===== config.mk =====
export PLATFORM = sky130hd
export DESIGN_NAME = bist_sram
export DESIGN_NICKNAME = d
export VERILOG_FILES = /design/src/rtl/bist_sram_pkg.sv /design/src/rtl/bist_sram_array.sv /design/src/rtl/bist_sram.sv
export SDC_FILE = /design/constraint.sdc
export NUM_CORES = 2
export LEC_CHECK = 0
export BUFFER_PORTS_ARGS = -buffer_cell sky130_fd_sc_hd__buf_2
export CORE_MARGIN = 2
export CORE_UTILIZATION = 45
export CTS_CLUSTER_SIZE = 12
export DETAILED_ROUTE_END_ITERATION = 10
export GPL_TIMING_DRIVEN = 0
export SKIP_CTS_REPAIR_TIMING = 1
export SLEW_MARGIN = 10
export SYNTH_ARGS = -nofsm -noshare
export SYNTH_HDL_FRONTEND = slang
export SYNTH_SLANG_ARGS = --single-unit

===== constraint.sdc =====
create_clock -name clk -period 1.55 [get_ports clk]
set_input_delay 0.31 -clock clk [delete_from_list [all_inputs] [get_ports clk]]
set_output_delay 0.31 -clock clk [all_outputs]
set_load 0.03 [all_outputs]

===== src/rtl/bist_sram_pkg.sv =====
// Shared widths and types for the BIST SRAM and its MBIST controller.
package bist_sram_pkg;
  localparam int ADDR_W_DEF = 8;
  localparam int DATA_W_DEF = 8;
  localparam int DEPTH_DEF  = 256;

  typedef logic [ADDR_W_DEF-1:0] addr_t;
  typedef logic [DATA_W_DEF-1:0] data_t;
endpackage


===== src/rtl/bist_sram_array.sv =====
// Storage array with synchronous write and asynchronous read port.
// The registered output lives in the top, so a foundry macro can replace this.
module sram_array #(
  parameter int ADDR_W = 8,
  parameter int DATA_W = 8
) (
  input  logic              clk,
  input  logic [ADDR_W-1:0] addr,
  input  logic [DATA_W-1:0] wdata,
  input  logic              wr_en,
  output logic [DATA_W-1:0] rdata
);
  localparam int DEPTH = 2**ADDR_W;

  logic [DATA_W-1:0] mem [DEPTH];

  always_ff @(posedge clk) begin
    if (wr_en) mem[addr] <= wdata;
  end

  assign rdata = mem[addr];
endmodule


===== src/rtl/bist_sram.sv =====
// Single-port synchronous SRAM, read-first, one-cycle registered read data.
import bist_sram_pkg::*;

module bist_sram #(
  parameter int ADDR_W = ADDR_W_DEF,
  parameter int DATA_W = DATA_W_DEF
) (
  input  logic              clk,
  input  logic              rst,
  input  logic [ADDR_W-1:0] ramaddr,
  input  logic [DATA_W-1:0] ramin,
  input  logic              we,
  output logic [DATA_W-1:0] ramout
);
  logic [DATA_W-1:0] rdata;
  logic              wr_en;

  // Writes are dropped on any edge that sees reset asserted.
  assign wr_en = we & ~rst;

  sram_array #(.ADDR_W(ADDR_W), .DATA_W(DATA_W)) u_array (
    .clk   (clk),
    .addr  (ramaddr),
    .wdata (ramin),
    .wr_en (wr_en),
    .rdata (rdata)
  );

  // Sampling the combinational read before the array update gives read-first.
  always_ff @(posedge clk or posedge rst) begin
    if (rst) ramout <= '0;
    else     ramout <= rdata;
  end
endmodule


==> qor.tcl <==
set qor(largest_cells_by_area_after_synthesis) {edfxtp_1 79%, mux4_2 15%, a22oi_1 2.5%, nor2_1 1.2%, a21oi_1 0.82%}
set qor(yosys.cell_count.top_type) {edfxtp_1}
set qor(reg2reg_setup_slack_ns) -1.09
set qor(die-area_sq_um) 177000
set qor(die_width_microns) 421
set qor(post_drt_wl_per_cell_microns) 35.0
set qor(ios) 27
set qor(ir_worst_vdd_uv) 1310
set qor(worst_skew_pair.late_latency_ns) 0.88
set qor(outcome) {finished, violations left}
set qor(drive_gt1_share_pct) 36.8
set qor(grt_max_degree) 141
set qor(worstPathRequired_ns) 2.11
set qor(fin_skew_ns) 0.0361
set qor(worst-slew-pin-transition_ns) 1.14
set qor(maxCapViolCount) 0
set qor(numPlacedInstances) 5890
set qor(finalWeightedCongestion) 0.977
set qor(final.fill_count) 13200
set qor(seqCellArea_sq_um) 61700
set qor(clock_buffers_created_by_tritoncts) 208
set qor(max_freq_mhz) 378
set qor(finalHoldWorstSlack_ns) -0.0122
set qor(die_height_microns) 421
set qor(route.antenna.remaining_nets) 0
set qor(report.final.hold_viol_count) 8
set qor(asyncSetResetFlopFracSynth_pct) 0.389
set qor(grt_overflow_total) 0
set qor(max_root_sink_buffers) 3
set qor(worst_path_max_delay_cell) {mux4_2}
set qor(critical_path.reg2reg.startpoint) {u_array.mem[175][7]}
set qor(syn-cell-area_sq_um) 78300
set qor(layout-area-overhead-vs-synth_pct) 19.6
set qor(wl_final_mm) 223
set qor(postLayoutCellArea_sq_um) 93700
set qor(flip_flop_cell_with_the_highest_count_after_synthesis) {edfxtp_1}
set qor(worstSetupStartpointType) {register}
set qor(syn-mean-instance-area_sq_um) 22.2
set qor(detailedPlacementHpwl_mm) 137
set qor(cp-end-kind) {register}
set qor(synth_enable_flop_cells) 2048
set qor(netlist_top_cells_count) {2048 x edfxtp_1, 512 x mux4_2, 260 x nor2_1, 256 x a22oi_1, 148 x clkbuf_1}
set qor(worst_path_largest_cell_delay_ns) 0.52
set qor(residual_drc) 0
set qor(dr.first_iter.drc_count) 5081
set qor(yosys_warnings) 0
set qor(reg2regPathDepth) 5
set qor(pwr_cell_area_nw_per_um2) 1220
set qor(finalSetupViolations) 1108
set qor(nNetsFinal) 3899
set qor(fin_crit_ns) 2.64
set qor(area_of_the_multi_input_gates_sq_um) 18500
set qor(grt.total_usage_pct) 24.4
set qor(synth_area_leader_cell) {edfxtp_1}
set qor(total_leakage_power_nw) 28.1
set qor(detailroute.via_count) 39000
set qor(tritoncts) {done}
set qor(via_count_of_the_first_global_routing_pass) 38300
set qor(post_synth_inst_count) 3527
set qor(postSynthNetCount) 3546
set qor(antenna_found_initial) 7
set qor(finalCritPeriodShare_pct) 171
set qor(final_cell_count_no_fill) 6357
set qor(dpl-instance-area_sq_um) 83800
set qor(clock_sinks) 2056
set qor(pre_cts_slack_ns) -3.18
set qor(cts_htree_levels) 4
set qor(synthDistinctLibCells) 23
set qor(ys_seq_elements) 2056
set qor(worst_min_delay_path_class) {input port to async pin}
set qor(route.detailed.vias_per_inst) 6.14
set qor(regToRegEndpoint) {ramout[7]}
set qor(crit_path_cell_trace) {mux4_2 > a22oi_2 > a21oi_4 > o41ai_4 > nand4_1}
set qor(yosys.area.top_type_share_pct) 78.5
set qor(place.port_buffers) 24
set qor(crit_path_max_fanout) 1
set qor(coreArea_sq_um) 173000
set qor(grt_first_pass_wirelength_mm) 301
set qor(rows) 153
set qor(register_area_share_after_synthesis_pct) 78.8
set qor(floorplan.initialDensity_pct) 45.2
set qor(grt_setup_unrepaired) {yes}
set qor(max-slew-margin-rel_pct) 24.3
set qor(timing.critical_path.arrival_ns) 3.20
set qor(criticalPathCategory) {register to register}
set qor(violations) {negative hold slack, negative setup slack}
set qor(number_of_iterations_in_the_first_detailed_routing_pass) 9
set qor(clk_transition_reported_paths_ns) 0.06
set qor(final_max_slew_viol_count) 0
set qor(cts-root-buf) {clkbuf_16}
set qor(timing.final.ws_setup_ns) -1.09
final cells by class:
type                            instances  area share [%]
Tap cell                             2325            3.11
Clock inverter                         83           0.659
Clock buffer                          277            5.95
Sequential cell                      2056            65.9
Multi-Input combinational cell       1245            19.8
Antenna cell                            2         0.00534
Timing Repair Buffer                  144            2.45
Buffer                                224            2.18
Inverter                                1         0.00401
per-stage QoR:
stage                     utilization, %  total power [mW]   TNS, ns
after floorplan                        -              65.4   -971.30
after global placement              48.0              68.2         -
after detailed placement            48.3              68.2  -5185.11
after CTS                           51.9               114  -3151.94
after global routing                54.0               117    -62.01
final                               54.0               114    -86.24
critical path: cells and delay by family (launching register included):
kind	cells	cell delay, ns
flops	1	0.36
mux	1	0.52
compound gates	3	1.02
simple gates	1	0.44
kinds of logic after synthesis:
group                  share of synthesized area (%)
buffers and inverters                           1.27
muxes                                           14.7
AOI/OAI and AO/OA                               3.63
and+or+nand+nor                                 1.60
DFF                                             78.8
worst max-delay path by stage:
| stage | startpoint | slack [ns] | depth (start not counted) | to |
|---|---|---|---|---|
| floorplan | ramaddr[0] | -0.62 | 9 | ramout[6] |
| global placement | ramin[1] | -3.46 | 1 | u_array.mem[237][1] |
| detailed placement | ramaddr[1] | -3.18 | 8 | ramout[7] |
| CTS | ramaddr[1] | -2.30 | 8 | ramout[7] |
| global route | u_array.mem[104][5] | -0.98 | 5 | ramout[5] |
| finish | u_array.mem[175][7] | -1.09 | 5 | ramout[7] |
power by group:
group | leakage, nW | internal (mW) | switching (mW)
registers | 18.5 | 61.2 | 0.0337
logic | 6.58 | 2.16 | 4.17
clock network | 2.99 | 25.6 | 21.0
state kept, by name, summed over array words and instances, names as in the netlist:
name and cells:
ramout 8, u_array.mem 2048
cells in the final DEF, fill, tap and decap left out, types with 3 or more instances in the layout:
master,n
nand2_8,16
clkbuf_2,43
a22oi_2,44
nand2_4,7
clkbuf_16,225
inv_16,4
clkbuf_8,7
edfxtp_1,2048
a21oi_2,56
clkinv_16,4
o41ai_2,11
clkinv_2,15
buf_12,75
nor2_2,19
mux4_2,512
a22oi_1,212
nand4_1,8
nor2_4,240
o41ai_4,3
buf_8,19
clkinv_1,52
dfrtp_1,8
buf_6,48
buf_2,18
bufinv_16,3
clkbuf_1,117
buf_4,48
dlygate4sd3_1,5
nor2b_4,3
clkbuf_4,18
nand2_2,5
buf_16,20
a21oi_4,5
o41ai_1,18
a21oi_1,67
per-layer routing:
metal	part of all wire [%]	wire [microns]	up-vias	GRT usage, %
li1	-	-	15800	-
met1	39	85900	21000	33.8
met2	48	106000	1873	38.1
met3	9.4	21000	397	5.79
met4	4.3	9670	2	8.99
met5	0.010	23	-	0.511
Note: power is estimated with default switching activity, not from simulation.
